$ cat config.mk
export PLATFORM = sky130hd
export DESIGN_NAME = sync_fifo_ctl
export DESIGN_NICKNAME = d
export VERILOG_FILES = /design/src/rtl/sync_fifo_ctl.sv
export SDC_FILE = /design/constraint.sdc
export NUM_CORES = 1
export LEC_CHECK = 0
export BUFFER_PORTS_ARGS = -buffer_cell sky130_fd_sc_hd__buf_2
export CAP_MARGIN = 20
export CORE_ASPECT_RATIO = 0.7
export CORE_MARGIN = 2
export CORE_UTILIZATION = 45
export DETAILED_ROUTE_END_ITERATION = 10
export SYNTH_ARGS = -nofsm -noshare
export SYNTH_HDL_FRONTEND = slang
export SYNTH_SLANG_ARGS = --single-unit
$ cat constraint.sdc
create_clock -name clk -period 5 [get_ports clk]
set_input_delay 0.75 -clock clk [delete_from_list [all_inputs] [get_ports clk]]
set_output_delay 0.75 -clock clk [all_outputs]
set_load 0.01 [all_outputs]
$ cat src/rtl/sync_fifo_ctl.sv
//==============================================================================
// Module      : sync_fifo_ctl
// Description : Single-clock FIFO with show-ahead read. Supports any DEPTH >= 2,
//               including non-power-of-two values. Provides guarded push/pop, a
//               registered occupancy count, programmable almost-full and
//               almost-empty thresholds, and sticky overflow/underflow flags.
//
//               Optional feature macro: FIFO_HWM_EN
//                 When defined, adds a high-water-mark register (hwm) and its
//                 clear input (hwm_clr).
//
// Ports       : clk          - clock, rising edge
//               rst          - synchronous reset, active-high
//               push/datain  - write request and write data
//               pop          - read request
//               dataout      - head-of-queue word (valid while !empty)
//               full/empty   - occupancy == DEPTH / == 0
//               almost_full  - count >= AF_LEVEL
//               almost_empty - count <= AE_LEVEL
//               count        - current occupancy, 0..DEPTH
//               overflow     - sticky: push rejected because full
//               underflow    - sticky: pop while empty
//               hwm_clr/hwm  - (FIFO_HWM_EN only) high-water mark
//
// Revision    : 1.0 - initial release
//==============================================================================
`default_nettype none

module sync_fifo_ctl #(
    parameter int WIDTH     = 8,
    parameter int DEPTH     = 8,
    parameter int LOG2DEPTH = 3,
    parameter int AF_LEVEL  = 6,
    parameter int AE_LEVEL  = 2
) (
    input  logic                 clk,
    input  logic                 rst,
    input  logic                 push,
    input  logic [WIDTH-1:0]     datain,
    input  logic                 pop,
    output logic [WIDTH-1:0]     dataout,
    output logic                 full,
    output logic                 empty,
    output logic                 almost_full,
    output logic                 almost_empty,
    output logic [LOG2DEPTH:0]   count,
    output logic                 overflow,
`ifdef FIFO_HWM_EN
    input  logic                 hwm_clr,
    output logic [LOG2DEPTH:0]   hwm,
`endif
    output logic                 underflow
);

    localparam logic [LOG2DEPTH-1:0] c_last_ptr = LOG2DEPTH'(DEPTH - 1);
    localparam logic [LOG2DEPTH:0]   c_depth    = (LOG2DEPTH + 1)'(DEPTH);
    localparam logic [LOG2DEPTH:0]   c_af_level = (LOG2DEPTH + 1)'(AF_LEVEL);
    localparam logic [LOG2DEPTH:0]   c_ae_level = (LOG2DEPTH + 1)'(AE_LEVEL);

    logic [WIDTH-1:0]     r_mem [0:DEPTH-1];
    logic [LOG2DEPTH-1:0] r_wr_ptr;
    logic [LOG2DEPTH-1:0] r_rd_ptr;
    logic [LOG2DEPTH:0]   r_count;
    logic                 r_overflow;
    logic                 r_underflow;

    logic                 w_full;
    logic                 w_empty;
    logic                 w_pop_ok;
    logic                 w_push_ok;
    logic [LOG2DEPTH:0]   w_count_nxt;

    // Flags come from the registered count only, so no request input reaches
    // an output without passing through a flop.
    assign w_full  = (r_count == c_depth);
    assign w_empty = (r_count == '0);

    // A push into a full FIFO is admitted only when a real pop frees a slot in
    // the same cycle.
    assign w_pop_ok  = pop & ~w_empty;
    assign w_push_ok = push & (~w_full | w_pop_ok);

    always_comb begin
        w_count_nxt = r_count;
        if (w_push_ok && !w_pop_ok) begin
            w_count_nxt = r_count + 1'b1;
        end else if (w_pop_ok && !w_push_ok) begin
            w_count_nxt = r_count - 1'b1;
        end
    end

    // Storage is not reset; the reset cycle still blocks the write so a push
    // held across reset leaves nothing behind.
    always_ff @(posedge clk) begin
        if (w_push_ok && !rst) begin
            r_mem[r_wr_ptr] <= datain;
        end
    end

    // Explicit wrap keeps non-power-of-two depths correct.
    always_ff @(posedge clk) begin
        if (rst) begin
            r_wr_ptr    <= '0;
            r_rd_ptr    <= '0;
            r_count     <= '0;
            r_overflow  <= 1'b0;
            r_underflow <= 1'b0;
        end else begin
            if (w_push_ok) begin
                r_wr_ptr <= (r_wr_ptr == c_last_ptr) ? '0 : r_wr_ptr + 1'b1;
            end
            if (w_pop_ok) begin
                r_rd_ptr <= (r_rd_ptr == c_last_ptr) ? '0 : r_rd_ptr + 1'b1;
            end
            r_count <= w_count_nxt;
            if (push && !w_push_ok) begin
                r_overflow <= 1'b1;
            end
            if (pop && w_empty) begin
                r_underflow <= 1'b1;
            end
        end
    end

`ifdef FIFO_HWM_EN
    logic [LOG2DEPTH:0] r_hwm;

    // Clear reloads with the post-edge occupancy rather than zero so the mark
    // never reads below the current fill level.
    always_ff @(posedge clk) begin
        if (rst) begin
            r_hwm <= '0;
        end else if (hwm_clr) begin
            r_hwm <= w_count_nxt;
        end else if (w_count_nxt > r_hwm) begin
            r_hwm <= w_count_nxt;
        end
    end

    assign hwm = r_hwm;
`endif

    assign dataout      = r_mem[r_rd_ptr];
    assign full         = w_full;
    assign empty        = w_empty;
    assign almost_full  = (r_count >= c_af_level);
    assign almost_empty = (r_count <= c_ae_level);
    assign count        = r_count;
    assign overflow     = r_overflow;
    assign underflow    = r_underflow;

endmodule

`default_nettype wire
; Yosys cells after proc, flatten, opt, wreduce, memory -nomap -nowiden
; Memory sizes are Yosys's and may differ from the RTL's. A register that Yosys moved wholly into a read port is not among the register bits.
; Index checks and enable logic that the tools add are counted.
[totals]
ramBits = 64
inputBits = 12
out_inout_bits = 18
n_memories = 1
ff_bits = 12
[memory_table]
columns = name, depth, word_bits, rd, rd_clocked_by_memory_dff, wr, line_no
row1 = r_mem, 8, 8, 1, 1, 1, 60  ; logic [WIDTH-1:0] r_mem [0:DEPTH-1];
[op_classes]
n_reduce_logical = 10
add_sub_neg = 4
n_lt_le_gt_ge = 2
eq_ne = 3
n_bitwise = 5
n_mux = 8
[op_table]
columns = cell, n
row1 = two-way mux 3 bit, 4
row2 = two-way mux 4 bit, 2
row3 = adder 3 x 1 -> 3 bit (second input constant), 2
row4 = equality test 3 bit (second input constant), 2
row5 = logical AND 1 bit, 5
row6 = adder 4 x 1 -> 4 bit (second input constant), 1
row7 = equality test 4 bit (second input constant), 1
row8 = greater-or-equal comparator 4 x 3 -> 1 bit (second input constant), 1
row9 = <= comparator 4 x 2 -> 1 bit (second input constant), 1
row10 = logical NOT 4 bit, 1
row11 = subtractor 4 x 1 -> 4 bit (second input constant), 1
row12 = logical NOT 1 bit, 3
row13 = AND 1 bit, 2
row14 = two-way mux 1 bit, 2
row15 = inverter 1 bit, 2
row16 = nonzero test 2 bit, 1
row17 = bitwise OR 1 bit, 1

; Depth between registers and ports, before layout
; Gate-level depths: netlist of run 1.
[depth]
word_depth = 9
mapped_depth = 10

; Worst setup path after synthesis of run 1
; No wires, ideal clock.
[synth_path]
path_kind = register to register
start = register r_count[3], in the netlist count[3]
end = register r_count[3], in the netlist count[3]
setup_time_ns = 0.121
setup_slack_ns = 2.239
synth_period_minus_slack_ns = 2.761
t_arrival_ns = 2.640
required_ns = 4.879
path_buffers = 0
path_stages_with_launch = 11
cell_sequence = dfxtp_1 or4b_4 o21ai_4 inv_2 ha_1 inv_1 ha_1 a21oi_1 a211oi_1 a31oi_1 mux2_2
[synth_between]
elab_chain_len = 8
word_cells_on_any_way = 16
cone_classes = 2 x add/sub / 1 x eq/ne / 2 x mux / 5 x bitwise / 6 x reduce/logical
[synth_rtl]
columns = element, line_no
row1 = from (decl), 63  ; logic [LOG2DEPTH:0] r_count;
row2 = from (signal assigned), 115  ; r_count <= w_count_nxt;
row3 = logical NOT 4 bit, 76  ; assign w_empty = (r_count == '0);
row4 = inverter 1 bit, 80  ; assign w_pop_ok = pop & ~w_empty;
row5 = AND 1 bit, 80
row6 = bitwise OR 1 bit, 81  ; assign w_push_ok = push & (~w_full | w_pop_ok);
row7 = AND 1 bit, 81
row8 = logical NOT 1 bit, 87  ; end else if (w_pop_ok && !w_push_ok) begin
row9 = logical AND 1 bit, 87
row10 = nonzero test 2 bit (no line), -
; Several ways; a longest one is shown, not always the timed one. The select of a mux whose other input is x is not followed.
; A chain may end at the register's enable or synchronous reset.

; Worst setup path in the final report of run 1
[layout_path]
start = register r_count[0], in the netlist count[0]
end = register r_count[3], in the netlist count[3]
; The elaborated chain is that of the path after synthesis.

==> reports/results.ini, run 1 <==
[timing]
skew_ns=0.00598
fin_setup_tns_ns=0
holdWs_ns=0.468
layout_setup_ws_ns=1.96
rsz0062_at_grt=no
worstMarginPinSlew_ns=0.889
finalCritPeriodShare_pct=60.8
slew_violations=0
fmax_mhz=329
setup_viol=0
slew_headroom_pct=40.5
post-route-min-period_ns=3.04
hold_viol=0

[worst_setup_path]
start_kind=flop
crit_type=reg2reg
r2r_cells=10
cp_max_fo=8
crit_required_ns=5.23
end_kind=flop
cp.arrival_ns=3.27

[power]
power.density_nw_per_um2=433
p_leak_nw=1.28
fin_total_pwr_mw=1.58
peakVddDrop_v=0.000188

[clock_network]
cts-hold-fix-buffers=0
clk_path_buf_depth=2
htreeDepth=3
post_cts_buffers=0
cts_sinks=79
postCtsResizedCells=0
cts_tree=built
numCtsBuffers=9
cts.clk_slew.worst_paths_ns=0.07
clk_latency_ns=0.34
cts_root_buf=clkbuf_8

[grt]
antenna_found_initial=0
grt_use_total_pct=16.9
grt_pass1_wl_um=9450
grt_max_degree=19
grt-ovfl-total=0
grt_pass1_vias=1712

[final_layout]
diodes=0
drive_gt1_share_pct=37.3
ff_latch_area_um2=2220
nFillCells=589
finalNetCount=235
layout_common_cells=edfxtp_1, buf_2, mux4_2, nor2_1, dfxtp_1
layout_commonest_cell=edfxtp_1
multi_input_area_um2=943
stdcell_count=314
area_growth_pct=14.1

[route]
finalWirelength_um=5920
post_drt_wl_per_cell_um=18.9
drtIter0Drc=103
postRouteAntennaNets=0
drc=0
viasPerCell=5.25
vias=1649
first_pass_iters=5

[worst_hold_path]
hold_path_depth=2
hold_path.class=reg2reg

[place]
io_buffers=29
gp_congestion=0.829
dp.cells=297
dp_hpwl_um=3960
pre_cts_slack_ns=1.98

[yosys]
yosysSeqAreaShare_pct=69.6
synth_area_um2=3190
ys_ff_latch=79
synth_cell_type_count=33
avgSynthCellArea_um2=17.9
yosysWarnings=0
syn_inst=178
syn-num-nets=198

[die]
start_util_pct=46.8
dieArea_um2=7790
rows=25
die_w_um=105
die_h_um=74.5
core_um2=6820
pin_count=30

[outcome]
outcome=complete, no violations

[flow_run]
maxCapViolations=0

## layer usage
layer	routed length, µm	GRT usage [%]
met5	0	0
met2	2920	28.2
met4	27	4.89
met1	2740	21.9
met3	237	5.43
## report_power, final
part           switching (mW)  leakage, nW  internal, mW  total [mW]
sequential             0.0688        0.701         0.747       0.816
combinational           0.171        0.495         0.203       0.374
clock                   0.212       0.0847         0.173       0.385
## final cells by class
cell class	instances	area share, %
inverter	3	0.309
clock buffer	10	3.51
tap	94	3.23
multi-input combinational	88	25.9
sequential	79	61.1
clock inverter	6	0.756
timing repair buffer	34	5.23
## through the flow
step / utilization [%] / instance area (µm²)
2_1_floorplan: - / 3190
3_5_place_dp: 50.9 / 3470
3_3_place_gp: 50.9 / 3470
4_1_cts: 53.2 / 3620
5_1_grt: 53.4 / 3640
6_report: 53.4 / 3640
## cells by family after synthesis
| kind of cell | after synthesis | share of synthesized area [%] |
|---|---|---|
| flip-flops | 79 | 69.6 |
| adder cells (fa/ha/maj) | 8 | 3.37 |
| XOR/XNOR | 2 | 0.549 |
| buffers and inverters | 11 | 1.49 |
| AO/OA/AOI/OAI | 14 | 3.53 |
| AND/OR/NAND/NOR | 36 | 6.00 |
| multiplexers | 28 | 15.4 |
## worst paths after layout
check / from / to / slack [ns]
setup reg to reg: count[0] / count[3] / 1.96
setup / recovery: count[0] / count[3] / 1.96
hold reg to reg: overflow / overflow / 0.47
hold / removal: overflow / overflow / 0.47
## flip-flops by register name, indices dropped and copies added (netlist names), named ones only
signal and count:
r_mem 64, count 4, r_rd_ptr 3, r_wr_ptr 3, overflow 1, underflow 1
## worst max-delay path, stage by stage (launching register included)
cell and delay [ns]:
dfxtp_1 0.43, or4b_4 0.61, o21ai_4 0.27, inv_2 0.14, ha_1 0.22, inv_1 0.13, ha_1 0.29, a21oi_1 0.22
a211oi_1 0.11, a31oi_1 0.18, mux2_2 0.35
## Yosys cell counts
cell / count / area (µm²)
nor4b_1: 2 / 17.5
nor2b_1: 1 / 6.26
mux2_2: 9 / 101
mux4_2: 16 / 360
or3_1: 1 / 6.26
nor4_1: 3 / 18.8
mux2i_1: 3 / 30.0
a211oi_1: 2 / 15.0
a31oi_1: 1 / 6.26
fa_1: 1 / 20.0
buf_2: 2 / 10.0
a21o_1: 1 / 7.51
a21oi_1: 8 / 40.0
xor2_1: 1 / 8.76
edfxtp_1: 64 / 1920
nor2_1: 15 / 56.3
xnor2_1: 1 / 8.76
nand3b_1: 1 / 7.51
nand2_1: 6 / 22.5
inv_1: 2 / 7.51
nor3_1: 3 / 15.0
or4b_4: 1 / 13.8
buf_1: 2 / 7.51
ha_1: 7 / 87.6
o41ai_4: 1 / 27.5
nand3_1: 1 / 5.00
inv_2: 1 / 3.75
dfxtp_1: 15 / 300
o21ai_4: 1 / 16.3
clkbuf_1: 3 / 11.3
buf_4: 1 / 7.51
nand3b_2: 1 / 11.3
nand2_4: 1 / 11.3
(Power assumes the default switching activity.)
==> run 2: changes to the inputs <==
==> constraint.sdc (replaced) <==
create_clock -name clk -period 2.8 [get_ports clk]
set_input_delay 0.42 -clock clk [delete_from_list [all_inputs] [get_ports clk]]
set_output_delay 0.42 -clock clk [all_outputs]
set_load 0.01 [all_outputs]
==> run 2 against run 1 <==
Against the previous run: critical path depth unchanged; sequential share of layout area shrank 1.5 points; count of clock-buffer cells in the layout is the same.
==> reports/results.ini, run 2 (synthesized netlist as in run 1, its figures left out) <==
[place]
placed_cell_area_um2=3550  ; +2.3%
dp_hpwl_um=3950  ; -0.12%
io_buffers=29  ; unchanged
pre_cts_slack_ns=0.151  ; -1.83 ns
gp_congestion=0.808  ; -2.6%

[power]
power.density_nw_per_um2=787  ; +82%
switching_share_pct=27.6  ; -1.0 points
p_int_mw=2.13  ; +89%
p_leak_nw=1.33  ; +4.2%
seq_power_share_pct=46.6  ; -5.2 points
power_frac_comb_pct=27.3  ; +3.6 points
switchingPower_uw=811  ; +80%
peakVddDrop_v=0.000370  ; +97%
p_clk_share_pct=26.1  ; +1.6 points

[clock_network]
cts_sinks=79  ; unchanged
clk_path_buf_depth=2  ; unchanged
htreeDepth=3  ; unchanged
cts.clk_slew.worst_paths_ns=0.07  ; about the same
cts-hold-fix-buffers=0  ; unchanged
cts_root_buf=clkbuf_8
clk_latency_ns=0.34  ; about the same
cts_tree=built
numCtsBuffers=9  ; unchanged

[timing]
rsz0062_at_grt=no
slew_violations=0  ; unchanged
fmax_mhz=379  ; +15%
post-route-min-period_ns=2.64  ; -0.403 ns
setup_viol=0  ; unchanged
skew_ns=0.00697  ; +0.000987 ns
slew_headroom_pct=65.5  ; +25 points
layout_setup_ws_ns=0.163  ; -1.80 ns
finalCritPeriodShare_pct=94.2  ; +33 points
holdWs_ns=0.339  ; -0.129 ns
fin_setup_tns_ns=0  ; unchanged
worstMarginPinSlew_ns=0.516  ; -0.372 ns
hold_viol=0  ; unchanged

[die]
pin_count=30  ; unchanged
rows=25  ; unchanged
die_w_um=105  ; unchanged
dieArea_um2=7790  ; unchanged
die_h_um=74.5  ; unchanged
start_util_pct=46.8  ; unchanged
core_um2=6820  ; unchanged

[worst_setup_path]
cp_num_buf_inv=2  ; unchanged
cpMostUsedCell=ha_1
slowest_stage=or4b_4
crit_required_ns=3.03  ; -2.20 ns
cp_max_fo=5  ; -3
start_kind=flop
crit_start=count[0]
crit_type=reg2reg
crit_path_max_incr_delay_ns=0.57  ; -0.04 ns
end_kind=flop
cp.arrival_ns=2.87  ; -0.40 ns
path_delay_family=compound AO/OA/AOI/OAI gates
path_cells=or4b_4 -> o21ai_4 -> inv_2 -> ha_1 -> inv_1 -> ha_1 -> a21oi_2 -> a211oi_1 -> a31oi_1 -> mux2_2
reg2reg_from=count[0]

[route]
post_drt_wl_per_cell_um=18.3  ; -3.2%
viasPerCell=5.19  ; -1.1%
first_pass_iters=5  ; unchanged
vias=1683  ; +2.1%
drtIter0Drc=73  ; -29%
drc=0  ; unchanged
finalWirelength_um=5910  ; -0.12%
postRouteAntennaNets=0  ; unchanged

[final_layout]
layout_common_cells=edfxtp_1, buf_2, mux4_2, buf_4
multi_input_area_um2=937  ; -0.66%
design_area_um2=3730  ; +2.5%
drive_gt1_share_pct=39.6  ; +2.3 points
layout_commonest_cell=edfxtp_1
area_growth_pct=16.9
largest_reg_flops=64  ; unchanged
top_regs=r_mem: 64 flops, count: 4 flops
post-route-util_pct=54.7  ; +1.3 points
top_register=r_mem
nFillCells=542  ; -8.0%
finalNetCount=246  ; +4.7%
ff_latch_area_um2=2220  ; unchanged
diodes=0  ; unchanged

[grt]
grt-ovfl-total=0  ; unchanged
grt_pass1_vias=1713  ; +0.058%
antenna_found_initial=0  ; unchanged
grt_max_degree=19  ; unchanged
grt_use_total_pct=16.7  ; -0.25 points
grt_pass1_wl_um=9180  ; -2.9%

[outcome]
outcome=complete, no violations

[worst_hold_path]
hold_path.class=in2reg
min_from=datain[2]

[flow_run]
maxCapViolations=0  ; unchanged

-- run 2: area by class of cell --
class | instances | area share [%]
Clock inverter | 5 | 1.34
Timing Repair Buffer | 45 | 7.11
Sequential cell | 79 | 59.6
Clock buffer | 10 | 3.42
Multi-Input combinational cell | 88 | 25.1
Inverter | 3 | 0.302
Tap cell | 94 | 3.15
-- run 2: worst paths after layout --
path	end	slack, ns	cells past startpoint
min	r_mem[6][2]	0.34	1
max reg2reg	count[3]	0.16	10
max	count[3]	0.16	10
min reg2reg	overflow	0.48	2
-- run 2: repair_timing --
item                       in CTS  in global routing
gates resized for setup         0                  1
buffers inserted                0                  0
setup endpoints to repair       0                  1
-- run 2: power by group through the flow --
stage / Clock (mW) / Combinational [mW] / Sequential (mW)
2_1_floorplan: 0 / 0.502 / 1.43
3_3_place_gp: 0 / 0.781 / 1.39
3_5_place_dp: 0 / 0.804 / 1.40
4_1_cts: 0.791 / 0.809 / 1.37
5_1_grt: 0.841 / 0.878 / 1.38
6_report: 0.766 / 0.802 / 1.37
-- run 2: routing by layer --
layer | track usage [%] | routed length, µm | vias up
met5 | 0 | 0 | -
met2 | 27.2 | 2800 | 49
li1 | - | - | 797
met4 | 5.33 | 83 | 0
met3 | 6.49 | 289 | 10
met1 | 21.1 | 2740 | 827
-- run 2: stage by stage --
step	instances	power [mW]
after global placement	309	2.17
after detailed placement	309	2.20
after CTS	324	2.97
after floorplan	178	1.94
after global routing	324	3.10
final	324	2.94
-- run 2: worst reg2reg max path: stages (launching register included) --
cell,delay [ns]
dfxtp_1,0.32
or4b_4,0.57
o21ai_4,0.15
inv_2,0.09
ha_1,0.20
inv_1,0.13
ha_1,0.30
a21oi_2,0.18
a211oi_1,0.09
a31oi_1,0.16
mux2_2,0.35
